==> config.mk <==
export PLATFORM = sky130hd
export DESIGN_NAME = mul_div_unit
export DESIGN_NICKNAME = d
export VERILOG_FILES = /design/src/rtl/mul_div_unit.sv
export SDC_FILE = /design/constraint.sdc
export NUM_CORES = 1
export LEC_CHECK = 0
export BUFFER_PORTS_ARGS = -buffer_cell sky130_fd_sc_hd__buf_2
export CAP_MARGIN = 40
export CORE_UTILIZATION = 50
export CTS_CLUSTER_DIAMETER = 200
export DETAILED_ROUTE_END_ITERATION = 10
export MAX_ROUTING_LAYER = met4
export PLACE_DENSITY = 0.77
export SYNTH_ARGS = -nofsm -noshare
export SYNTH_HDL_FRONTEND = slang
export SYNTH_SLANG_ARGS = --single-unit
==> constraint.sdc <==
create_clock -name clk -period 10.8 [get_ports clk]
set_clock_uncertainty 0.05 [all_clocks]
set_input_delay 0.54 -clock clk [delete_from_list [all_inputs] [get_ports clk]]
set_output_delay 0.54 -clock clk [all_outputs]
set_load 0.01 [all_outputs]
==> src/rtl/mul_div_unit.sv <==
// mul_div_unit
// Multi-cycle multiply/divide unit holding the architectural HI/LO registers.
// MULT/MULTU use an iterative shift-add multiplier. DIV/DIVU use a restoring
// shift-subtract divider. Each runs one iteration per clock.
//
// Ports
//   clk, rst          clock; asynchronous active-high reset
//   start, op         request an operation (00 MULTU, 01 MULT, 10 DIVU, 11 DIV)
//   operand0/1        rs / rt, sampled on the accept edge
//   mthi, mtlo        write wr_data into HI / LO (only while idle and not starting)
//   wr_data           data for MTHI/MTLO
//   hi, lo            HI/LO registers (product or remainder/quotient)
//   busy              high from the cycle after accept through the done cycle
//   done              one-cycle pulse; hi/lo already show the new result
//   div_by_zero       last divide had a zero divisor; cleared on the next accept
module mul_div_unit #(
  parameter int Data_Width = 32
) (
  input  logic                  clk,
  input  logic                  rst,
  input  logic                  start,
  input  logic [1:0]            op,
  input  logic [Data_Width-1:0] operand0,
  input  logic [Data_Width-1:0] operand1,
  input  logic                  mthi,
  input  logic                  mtlo,
  input  logic [Data_Width-1:0] wr_data,
  output logic [Data_Width-1:0] hi,
  output logic [Data_Width-1:0] lo,
  output logic                  busy,
  output logic                  done,
  output logic                  div_by_zero
);

  localparam int W     = Data_Width;
  localparam int CNT_W = $clog2(Data_Width);

  typedef enum logic [1:0] {IDLE, RUN, FIX} state_t;

  state_t           state, state_nxt;
  logic [CNT_W-1:0] cnt;
  logic             dz_r;
  logic [W-1:0]     hi_reg, lo_reg;

  // Iteration datapath: acc_hi/acc_lo hold the product accumulator while
  // multiplying, or remainder/quotient-with-dividend while dividing.
  logic             is_div_r;
  logic             neg_q_r;
  logic             neg_r_r;
  logic [W-1:0]     b_mag;
  logic [W-1:0]     acc_hi, acc_lo;

  logic             accept;
  logic             dz_accept;
  logic             write_fix;
  logic [W:0]       mul_sum;
  logic [W:0]       div_trial;
  logic [2*W-1:0]   prod_fix;
  logic [W-1:0]     hi_fix, lo_fix;

  // Two's-complement magnitude when the operand is treated as signed.
  // The most-negative value maps to itself, which is its correct unsigned magnitude.
  function automatic logic [W-1:0] magnitude(input logic signed [W-1:0] v, input logic is_signed);
    if (is_signed && v < 0) return ~v + 1'b1;
    return v;
  endfunction

  function automatic logic [W-1:0] negate_w(input logic [W-1:0] v, input logic en);
    if (en) return ~v + 1'b1;
    return v;
  endfunction

  function automatic logic [2*W-1:0] negate_2w(input logic [2*W-1:0] v, input logic en);
    if (en) return ~v + 1'b1;
    return v;
  endfunction

  assign accept    = start && (state == IDLE);
  assign dz_accept = accept && op[1] && (operand1 == '0);
  assign write_fix = (state == FIX) && !dz_r;

  // State register
  always_ff @(posedge clk or posedge rst) begin
    if (rst) state <= IDLE;
    else     state <= state_nxt;
  end

  // Next-state logic
  always_comb begin
    state_nxt = state;
    case (state)
      IDLE: if (start) state_nxt = dz_accept ? FIX : RUN;
      RUN:  if (cnt == CNT_W'(W - 1)) state_nxt = FIX;
      FIX:  state_nxt = IDLE;
      default: state_nxt = IDLE;
    endcase
  end

  // Outputs decoded from state
  always_comb begin
    busy = 1'b0;
    done = 1'b0;
    case (state)
      RUN: busy = 1'b1;
      FIX: begin
        busy = 1'b1;
        done = 1'b1;
      end
      default: ;
    endcase
  end

  // Per-iteration arithmetic
  always_comb begin
    mul_sum   = {1'b0, acc_hi} + {1'b0, (acc_lo[0] ? b_mag : {W{1'b0}})};
    div_trial = {acc_hi, acc_lo[W-1]} - {1'b0, b_mag};
  end

  // Sign correction: the full double-width product is negated, while
  // quotient and remainder are corrected independently.
  always_comb begin
    prod_fix = negate_2w({acc_hi, acc_lo}, neg_q_r);
    hi_fix   = prod_fix[2*W-1:W];
    lo_fix   = prod_fix[W-1:0];
    if (is_div_r) begin
      lo_fix = negate_w(acc_lo, neg_q_r);
      hi_fix = negate_w(acc_hi, neg_r_r);
    end
  end

  // ---- accept / iterate stage ----
  always_ff @(posedge clk) begin
    if (accept) begin
      is_div_r <= op[1];
      neg_q_r  <= op[0] & (operand0[W-1] ^ operand1[W-1]);
      neg_r_r  <= op[0] & operand0[W-1];
      b_mag    <= magnitude(operand1, op[0]);
      acc_lo   <= magnitude(operand0, op[0]);
      acc_hi   <= '0;
    end else if (state == RUN) begin
      if (is_div_r) begin
        // A non-negative trial difference means the divisor fits: keep it.
        if (!div_trial[W]) begin
          acc_hi <= div_trial[W-1:0];
          acc_lo <= {acc_lo[W-2:0], 1'b1};
        end else begin
          acc_hi <= {acc_hi[W-2:0], acc_lo[W-1]};
          acc_lo <= {acc_lo[W-2:0], 1'b0};
        end
      end else begin
        {acc_hi, acc_lo} <= {mul_sum, acc_lo[W-1:1]};
      end
    end
  end

  // ---- architectural state / control ----
  always_ff @(posedge clk or posedge rst) begin
    if (rst) begin
      cnt    <= '0;
      dz_r   <= 1'b0;
      hi_reg <= '0;
      lo_reg <= '0;
    end else begin
      if (accept)             cnt <= '0;
      else if (state == RUN)  cnt <= cnt + 1'b1;

      if (accept) dz_r <= dz_accept;

      if (write_fix) begin
        hi_reg <= hi_fix;
        lo_reg <= lo_fix;
      end else if (state == IDLE && !start) begin
        if (mthi) hi_reg <= wr_data;
        if (mtlo) lo_reg <= wr_data;
      end
    end
  end

  // During FIX the corrected result is already visible so it lines up with done.
  assign hi          = write_fix ? hi_fix : hi_reg;
  assign lo          = write_fix ? lo_fix : lo_reg;
  assign div_by_zero = dz_r;

endmodule

# ---- Yosys cells after proc, flatten, opt, wreduce, memory -nomap -nowiden
# Cells that the tools add are included.
dict set report op_classes {
  n_mux 43
  addsub 8
  n_lt_le_gt_ge 2
  n_reduce_logical 19
  bitwise 8
  eq_ne 5
}
# cell n
set op_table {}
lappend op_table {{32-bit two-way mux} 24}
lappend op_table {{32-bit by 1-bit adder with 32-bit output, second input constant} 4}
lappend op_table {{64-bit two-way mux} 2}
lappend op_table {{32-bit inverter} 4}
lappend op_table {{64-bit by 1-bit adder with 64-bit output, second input constant} 1}
lappend op_table {{32-bit by 1-bit less-than comparator with 1-bit output, second input constant} 2}
lappend op_table {{64-bit inverter} 1}
lappend op_table {{32-bit by 32-bit adder with 33-bit output} 1}
lappend op_table {{33-bit by 32-bit subtractor with 33-bit output} 1}
lappend op_table {{32-bit zero test} 1}
lappend op_table {{1-bit two-way mux} 11}
lappend op_table {{5-bit two-way mux} 2}
lappend op_table {{2-bit nonzero test} 4}
lappend op_table {{1-bit logical AND} 7}
lappend op_table {{2-bit two-way mux} 3}
lappend op_table {{2-bit AND reduction} 3}
lappend op_table {{5-bit by 1-bit adder with 5-bit output, second input constant} 1}
lappend op_table {{5-bit == test, second input constant} 1}
lappend op_table {{2-bit != test, second input constant} 2}
lappend op_table {{2-bit one-hot mux with 2 select lines} 1}
lappend op_table {{1-bit AND} 2}
lappend op_table {{2-bit by 1-bit == test with 1-bit output, second input constant} 1}
lappend op_table {{2-bit == test, second input constant} 1}
lappend op_table {{1-bit zero test} 2}
lappend op_table {{3 further kinds} 3}
dict set report word_totals {
  reg_bits 171
  out_inout_bits 67
  in_bits 103
  word_cells 96
}

# ---- Longest topological paths before layout
dict set report logic_depth {
  depth_word 7
  mapped_depth 14
  mapped_depth_nobuf 12
}

# ---- Least setup slack after synthesis
# OpenSTA, ideal clock, no wires.
dict set report synth_path {
  path_type {reg-to-output}
  startpoint {register acc_lo[17]}
  endpoint {output port hi[31]}
  path_stages_with_launch 10
  arrival_ps 3331
  required_ps 10210
  slack_ps 6879
  path_cell_list {edfxtp_1 > or4_4 > or4_4 > or4_4 > or4_4 > o41a_1 > o22ai_2 > xnor2_1 > nor2_1 > nor2_1}
}
dict set report synth_between {
  elab_chain_cells 6
}
# item line_no
set synth_lines {}
lappend synth_lines {{start: declaration} 51} ;# logic [W-1:0] acc_hi, acc_lo;
lappend synth_lines {{start signal: assignment} 138} ;# acc_lo <= magnitude(operand0, op[0]);
lappend synth_lines {{start signal: assignment} 145} ;# acc_lo <= {acc_lo[W-2:0], 1'b1};
lappend synth_lines {{start signal: assignment} 148} ;# acc_lo <= {acc_lo[W-2:0], 1'b0};
lappend synth_lines {{64-bit inverter} 74} ;# if (en) return ~v + 1'b1;
lappend synth_lines {{64-bit by 1-bit adder with 64-bit output} 74}
lappend synth_lines {{64-bit two-way mux} 74}
lappend synth_lines {{64-bit two-way mux} 75} ;# return v;
lappend synth_lines {{32-bit two-way mux} 125} ;# if (is_div_r) begin
lappend synth_lines {{32-bit two-way mux} 180} ;# assign hi = write_fix ? hi_fix : hi_reg;
lappend synth_lines {{end: declaration} 28} ;# output logic [Data_Width-1:0] hi,
# No other way between the ends. The select of a mux whose other input is x is not followed.

# ---- Worst setup path in the final report
dict set report layout_path {
  startpoint {register acc_lo[10]}
  endpoint {output port hi[27]}
}
# The elaborated chain is that of the path after synthesis.

==> flow_summary.rst <==
.. list-table::
   :header-rows: 1

   * - Metric
     - Value
   * - Root Buffer Master
     - clkbuf_16
   * - Core box area
     - 29600 sq um
   * - Layout overhead on the synthesized area
     - 11.9%
   * - Parity-gate share of the synthesized area counting xor and xnor cells
     - 9.47%
   * - Clk_lat worst skew
     - 450 ps
   * - Main combinational cell family by area after synthesis
     - compound AO/OA/AOI/OAI gates
   * - Setup repair after global routing missed its margin
     - no
   * - Number of remaining DRC errors
     - 0
   * - Final hold violation count
     - 0
   * - Post_cts resized
     - 0
   * - Final setup violating endpoints
     - 0
   * - Syn Inst Count
     - 1981
   * - Reg power frac
     - 26.2%
   * - Fraction of power consumed by combinational cells
     - 61.0%
   * - Detailed-route via count
     - 15500
   * - Non-filler cells in the finished layout
     - 2488
   * - First-pass GRT wire length
     - 76800 um
   * - PwrDens
     - 300 nW/um^2
   * - Share of post-route cells with drive strength above 1
     - 12.1%
   * - Clock-pin slew on the worst setup and hold paths
     - 70 ps
   * - Overall routing resource usage
     - 32.8%
   * - Post-synthesis compound-gate area fraction
     - 23.9%
   * - Number of slew-limit violations in the final report
     - 0
   * - Vertical die dimension
     - 176 um
   * - Critical path required time
     - 10210 ps
   * - Total power of the final layout
     - 5.06 mW
   * - Iteration-0 DRC count of the detailed router
     - 1733
   * - Fraction of synthesized area in multiplexers
     - 2.72%
   * - Number of I/O port buffers
     - 169
   * - FF+latch count, synth
     - 171
   * - Largest net degree at the start of global routing
     - 88
   * - Most numerous cell types in the synthesized netlist
     - nand2_1, a21oi_1, nor2_1
   * - Main flop type after synthesis
     - dfrtp_1
   * - Post-DR vias/cell
     - 6.22
   * - Internal power of the cells
     - 2.53 mW
   * - Relative contribution of the clock network to total power
     - 12.8%
   * - Setup Crit Path Kind
     - flop to primary output
   * - Buffer levels on the longest clock path
     - 2
   * - Async set-reset flop share out of synthesis
     - 42.1%
   * - Worst r2r path cells
     - 10
   * - Post-CTS Setup Inserts
     - 0
   * - Post-route core utilization
     - 56.9%
   * - Die extent in x
     - 176 um
   * - Adder and majority gate portion of the synthesized area
     - 6.33%
   * - CP Data Arrival Time
     - 4180 ps
   * - Number of nets with antenna violations after routing
     - 0
   * - Net switching share of the total power
     - 50.0%
   * - Row count
     - 63
   * - Weighted congestion reported at the end of routability-driven placement
     - 1.01
   * - Minimum clock period
     - 4770 ps
   * - Final critical-path share of the clock period
     - 44.2%
   * - Leakage Power
     - 7.49 nW
   * - Post-synth top area cell
     - edfxtp_1
   * - Wirelength, routed
     - 49700 um
   * - Maximum ir drop on the vdd rail
     - 141 uV
   * - Final critical-path setup slack
     - 6030 ps
   * - Sum of negative setup slack
     - 0 ps
   * - Sequential element share of the synthesized area
     - 29.6%
   * - Unique cell type count in the Yosys netlist
     - 71
   * - Dpl ws
     - 6500 ps
   * - Post-synthesis simple-gate area fraction
     - 23.5%
   * - Effective utilization at floorplan
     - 50.9%
   * - Launching element type of the critical path
     - flop
   * - Warning count from the yosys run
     - 0
   * - Count of placed standard cells including taps
     - 2456
   * - Origin of the critical flop-to-flop path
     - acc_hi[24]
   * - CTS H-tree depth
     - 4
   * - Number of placed I/O pins
     - 170
   * - Kind of capture point of the worst setup path
     - primary output
   * - Setup slack, reg-to-reg
     - 6350 ps
   * - CTS tree
     - yes
   * - Maximum fanout count along the critical path
     - 7
   * - Switch Pwr
     - 2.53 mW
   * - Post-cts hold buffer count
     - 0
   * - EDFF count, synth
     - 67
   * - Area fraction of the dominant cell type after synthesis
     - 13.3%
   * - Post-place instance area
     - 16200 sq um
   * - Net count after synthesis
     - 2159
   * - Highest clock frequency the design can meet
     - 0.209 GHz
   * - Mapped cell area
     - 15100 sq um
   * - Relative slew slack
     - 40.9%
   * - Full die area
     - 30800 sq um
   * - Terminus of the critical flop-to-flop path
     - acc_hi[31]
   * - Slew at the pin closest to its max-slew limit
     - 884 ps
   * - Class of the tightest hold or removal check
     - primary input to async pin
   * - Sinks on the clock net
     - 171
   * - Detailed placer's ending HPWL
     - 37500 um
   * - Top-count cell post-synth
     - nand2_1
   * - Number of buffers inserted during clock tree synthesis
     - 17
   * - Number of global-route vias before repair
     - 13900
   * - Result of the run
     - finished, final reports clean
   * - DR WL/cell
     - 20.0 um
   * - Minimum hold slack
     - 54.4 ps
   * - Total number of nets in the final design
     - 2264
   * - Router iterations before antenna repair
     - 5
   * - Initial antenna violation count
     - 0
   * - Final cell area excluding filler cells
     - 16900 sq um
   * - Diodes inserted
     - 0
   * - Overflow after GRT
     - 0
   * - Avg Inst Size Synth
     - 7.61 sq um
   * - Ranking of synthesized cells by area
     - edfxtp_1, dfrtp_1, a21oi_1
   * - Number of maximum-capacitance constraint violations
     - 0
critical path, stage by stage, from the launching register on:
cell	delay (ps)
edfxtp_1	460
or4_1	570
or3_1	440
or4_4	620
or3_1	400
a32o_1	310
o41ai_2	400
xor2_1	240
a21oi_1	110
buf_2	190
layout make-up:
class / count / area (sq um)
multi-input combinational: 1629 / 9950
fill: 2767 / 12800
tap: 390 / 488
inverter: 73 / 274
sequential: 171 / 4450
timing repair buffer: 194 / 1090
clock buffer: 22 / 507
clock inverter: 9 / 100
layer usage:
layer	part of all wire, %	wire length, um	global-route usage [%]
met3	11	5410	6.15
met2	44	22000	48.6
met4	2.2	1090	9.13
met5	0	0	-
met1	43	21200	45.5
placed cells by master, fill, tap and decap left out, types with 17 or more instances in the layout:
master     instances
a211oi_1          25
a21boi_0          17
a21o_1            30
a21oi_1          221
a31oi_1           30
and3_1            64
buf_2            169
buf_4             21
clkbuf_16         19
dfrtp_1           72
dfxtp_1           32
edfxtp_1          67
ha_1              73
inv_1             71
mux2i_1           41
nand2_1          257
nand3_1           32
nor2_1           196
nor2b_1           21
nor3_1            41
nor4_1            19
o21ai_0          169
o31ai_1           20
or3_1             19
xnor2_1           70
xor2_1            93
how the worst max path moves through the flow:
stage	startpoint	to	depth (start not counted)	slack, ps
global route	acc_lo[10]	hi[19]	9	5910
detailed placement	acc_hi[24]	acc_hi[31]	10	6500
CTS	acc_lo[16]	hi[27]	9	6070
floorplan	acc_lo[17]	hi[31]	9	6880
finish	acc_lo[10]	hi[27]	9	6030
global placement	acc_hi[24]	acc_hi[31]	10	6610
kinds of logic after synthesis:
group,after synthesis
adders and majority gates,75
xor gates and xnor gates,163
AOI/OAI and AO/OA,602
and+or+nand+nor,748
DFF,171
muxes,41
buffers and inverters,181
power groups by stage:
stage | Sequential (mW) | Clock (mW) | Combinational, mW
finish | 1.33 | 0.646 | 3.09
CTS | 1.31 | 0.648 | 3.02
global route | 1.36 | 0.675 | 3.37
global placement | 1.30 | 0 | 2.95
detailed placement | 1.32 | 0 | 3.00
floorplan | 1.20 | 0 | 2.16
No activity file was read; power rests on OpenSTA's default activity.
